$ cat config.mk
export PLATFORM = sky130hd
export DESIGN_NAME = demux_bin_reg
export DESIGN_NICKNAME = d
export VERILOG_FILES = /design/src/rtl/demux_bin_reg.sv
export SDC_FILE = /design/constraint.sdc
export NUM_CORES = 1
export LEC_CHECK = 0
export CAP_MARGIN = 15
export CORE_ASPECT_RATIO = 1.5
export CORE_MARGIN = 2
export CORE_UTILIZATION = 40
export DETAILED_ROUTE_END_ITERATION = 16
export PLACE_DENSITY_LB_ADDON = 0.2
export REMOVE_ABC_BUFFERS = 1
export SYNTH_ARGS = -nofsm -noshare
export SYNTH_HDL_FRONTEND = slang
export SYNTH_SLANG_ARGS = --single-unit
$ cat constraint.sdc
create_clock -name clock -period 2.4 [get_ports clock]
set_clock_uncertainty 0.1 [all_clocks]
set_input_delay 0.72 -clock clock [delete_from_list [all_inputs] [get_ports clock]]
set_output_delay 0.72 -clock clock [all_outputs]
set_load 0.02 [all_outputs]
$ cat src/rtl/demux_bin_reg.sv
// Registered 1-to-N demultiplexer: routes word_in to the channel named by selector,
// with a per-channel valid/ready handshake and a sticky out-of-range flag.
module demux_bin_reg #(
    parameter  int unsigned WORD_WIDTH   = 8,
    parameter  int unsigned ADDR_WIDTH   = 3,
    parameter  int unsigned OUTPUT_COUNT = 5,
    localparam int unsigned TOTAL_WIDTH  = WORD_WIDTH * OUTPUT_COUNT
) (
    input  logic                    clock,
    input  logic                    clear,
    input  logic [ADDR_WIDTH-1:0]   selector,
    input  logic [WORD_WIDTH-1:0]   word_in,
    input  logic                    word_in_valid,
    output logic                    word_in_ready,
    output logic [TOTAL_WIDTH-1:0]  words_out,
    output logic [OUTPUT_COUNT-1:0] words_out_valid,
    input  logic [OUTPUT_COUNT-1:0] words_out_ready,
    output logic                    error_range
);

    logic [TOTAL_WIDTH-1:0]  data_q  = '0;
    logic [OUTPUT_COUNT-1:0] valid_q = '0;
    logic                    err_q   = 1'b0;

    logic [TOTAL_WIDTH-1:0]  data_d;
    logic [OUTPUT_COUNT-1:0] valid_d;
    logic                    err_d;

    logic [OUTPUT_COUNT-1:0] sel_hit;
    logic                    in_range;
    logic                    in_xfer;

    // One-hot decode of the selector; all-zero when it names no channel.
    always_comb begin
        sel_hit = '0;
        for (int k = 0; k < int'(OUTPUT_COUNT); k++) begin
            sel_hit[k] = (32'(selector) == 32'(k));
        end
        in_range = |sel_hit;
    end

    // Out-of-range words are always taken (and dropped); in-range words wait on their channel.
    assign word_in_ready = !in_range || (|(sel_hit & (~valid_q | words_out_ready)));
    assign in_xfer       = word_in_valid && word_in_ready;

    always_comb begin
        data_d  = data_q;
        valid_d = valid_q & ~words_out_ready;
        err_d   = err_q;
        if (in_xfer) begin
            if (in_range) begin
                for (int k = 0; k < int'(OUTPUT_COUNT); k++) begin
                    if (sel_hit[k]) begin
                        data_d[k*WORD_WIDTH +: WORD_WIDTH] = word_in;
                    end
                end
                valid_d = valid_d | sel_hit;
            end else begin
                err_d = 1'b1;
            end
        end
    end

    always_ff @(posedge clock) begin
        if (clear) begin
            data_q  <= '0;
            valid_q <= '0;
            err_q   <= 1'b0;
        end else begin
            data_q  <= data_d;
            valid_q <= valid_d;
            err_q   <= err_d;
        end
    end

    assign words_out       = data_q;
    assign words_out_valid = valid_q;
    assign error_range     = err_q;

endmodule
==> flow_summary.ini <==
[drt]
vias_per_cell = 5.45
vias = 1961
finalWirelength_um = 5430
drt_iter0_markers = 86
drtPass1Iterations = 4
drtAntennaViolNets = 0
drcViolationCount = 0
detail_route.wl_per_cell_um = 15.1

[timing]
setup_ws_ns = -0.166
rsz0062_at_grt = yes
slew_violations = 0
max_freq_ghz = 0.390
period_share_pct = 107
max_slew.worst_pin.slew_ns = 0.454
fin_crit_ns = 2.57
setup_violations = 1
relSlewSlack_pct = 69.7
tns_ns = -0.166
finalHoldViolCount = 0

[synth]
synth_compound_area_share_pct = 24.1
synth_top_cell_by_area = dfxtp_1
synth-simple-area-share_pct = 21.0
synth-xor-area-share_pct = 0
synth_fa_ha_area_share_pct = 0
synth_seq_cells = 46
ys_seq_area_share_pct = 48.0
synth_top_family_by_area = compound AO/OA/AOI/OAI gates
ys_top_cells_by_area = dfxtp_1 48%, a21oi_1 12%, nand3_1 8.6%
netlist.area_leader.share_pct = 48.0
synthCells = 222
ys_types = 27
synthMuxAreaShare_pct = 1.17
syn_area_um2 = 1920
avgSynthCellArea_um2 = 8.63
ys_warn_count = 0

[clock_network]
clk_latency_ns = 0.28
path_clk_slew_ns = 0.08
clock_sinks = 46
ctsHoldBuffers = 0
clk_path_buf_depth = 2
cts_buffers = 5
cts_tree = yes
ctsHtreeMaxLevel = 2
post_cts_buffers = 0
cts_root_buf = clkbuf_8

[power]
power_density_nw_per_um2 = 515
vdd_drop_max_mv = 0.403
power.leakage_nw = 0.971

[place]
gp_congestion = 0.774
dpl_cell_area_um2 = 2730
dp_cells = 352
io_buffer_count = 65
place_hpwl_um = 3720

[grt]
grt_max_degree = 47
grt_pass1_vias = 1783
grt_first_pass_wirelength_um = 8490
antenna_found_initial = 0
overflow = 0
grt_usage_pct = 20.9

[worst_setup_path]
max_stage_delay_ns = 0.46
r2r_cells = 4
cp.depth = 5
worst_path_dominant_cell_family = multiplexers
worstSetupPathType = input pin to output pin
cp_slowest_cell = mux4_2
cp.required_ns = 1.58
cp-end-kind = output pin
crit_path_start_kind = input pin
rrSetupSlack_ns = 1.00
crit_top_cell = buf_6
worstPathArrival_ns = 1.75
crit_fanout = 2
cp_cell_sequence = buf_6, nand2b_4, mux4_2, o21a_1, buf_6
path_buf_inv = 2

[final_layout]
finalInstanceArea_um2 = 2850
final-instance-count-excl-fill = 360
n_antenna_cell = 0
layout-drive-gt1-share_pct = 15.2
layout.nets = 314
area_growth_pct = 48.8

[worst_hold_path]
hold_depth = 2
hp-class = register to register

[die]
row_count = 30
die-area_um2 = 5370
core_um2 = 4580
start_util_pct = 41.9
ios = 66
die_w_um = 60.5
fp.dieH_um = 88.8

[run]
maxCapViolCount = 0

[outcome]
violations = setup timing
status = finished with violations
sequential cells by signal (all words and copies together) (netlist names):
register and cells:
error_range 1, words_out_valid 5, words_out 40
synth_stat cells:
library cell / instances
mux4_2: 1
o21ai_0: 23
clkbuf_1: 7
o21ai_1: 8
or4b_1: 1
buf_1: 2
and2_1: 1
buf_2: 12
nor2_1: 2
o21ai_2: 1
nor2_2: 1
nor4bb_1: 2
and4b_1: 1
nand2_1: 1
or2_1: 1
nand3_1: 33
nand4_1: 8
nand4bb_1: 2
nor4b_4: 1
nor2b_1: 5
o21a_1: 1
a21oi_1: 46
nand2b_1: 5
nand4b_1: 1
dfxtp_1: 46
buf_4: 2
o31ai_1: 8
worst reg2reg max path: stages (launching register included):
cell and delay (ns):
dfxtp_1 0.38, buf_4 0.13, nor2b_1 0.39, o21ai_0 0.18
a21oi_1 0.16
layout make-up:
class,instances,area [um2]
clock buffers,7,86.3
clock inverters,1,5.00
fillers,443,1730
multi-input cells,153,917
flip-flops and latches,46,921
well taps,64,80.1
repair buffers,89,843
path summary, 6_finish.rpt:
kind,from,end
worst min-delay path,words_out[4],words_out[4]
worst max register to register,words_out_valid[1],words_out[15]
worst min register to register,words_out[4],words_out[4]
worst max-delay path,words_out_ready[3],word_in_ready
report_power, final:
part	leakage (nW)	internal (W)	switching (W)
combinational	0.550	0.0000958	0.000106
sequential	0.372	0.000780	0.00000936
clock	0.0482	0.000233	0.000246
placed cells by master, fill, tap and decap left out, types with 2 or more instances in the layout:
master	instances
clkbuf_8	6
o31ai_1	8
nor2_1	2
clkdlybuf4s50_1	58
nand4_1	8
a21oi_1	46
o21ai_1	8
nand2b_4	4
buf_4	23
nand3_1	33
nor4bb_1	2
buf_6	5
o21ai_0	23
nor2b_1	5
nand4bb_1	2
dfxtp_1	46
cells by family after synthesis:
| family | after synthesis |
|---|---|
| compound gates | 87 |
| simple gates | 65 |
| flops | 46 |
| buf+inv | 23 |
| mux | 1 |
timing repair:
action | in CTS | in global routing
gates resized for setup | 34 | 1
pin swaps | 1 | 1
endpoints found under the hold margin | 0 | 0
setup endpoints to repair | 1 | 1
through the flow:
step / utilization [%] / hold WS, ns / total power (W) / worst slack [ns]
after floorplan: - / 0.435 / 0.000873 / -0.113
after global placement: 59.6 / 0.352 / 0.00100 / -0.965
after detailed placement: 59.6 / 0.362 / 0.00100 / -0.965
after CTS: 62.2 / 0.373 / 0.00148 / -0.199
after global routing: 62.3 / 0.390 / 0.00153 / -0.189
final: 62.3 / 0.366 / 0.00147 / -0.166
layer usage:
metal | vias to the layer above | track usage, % | share of wire (%)
met1 | 932 | 28.2 | 43
met2 | 65 | 33.5 | 49
li1 | 955 | - | -
met4 | 0 | 6.72 | 1.7
met3 | 9 | 3.80 | 5.6
met5 | - | 0 | 0
No activity file was read; power rests on OpenSTA's default activity.
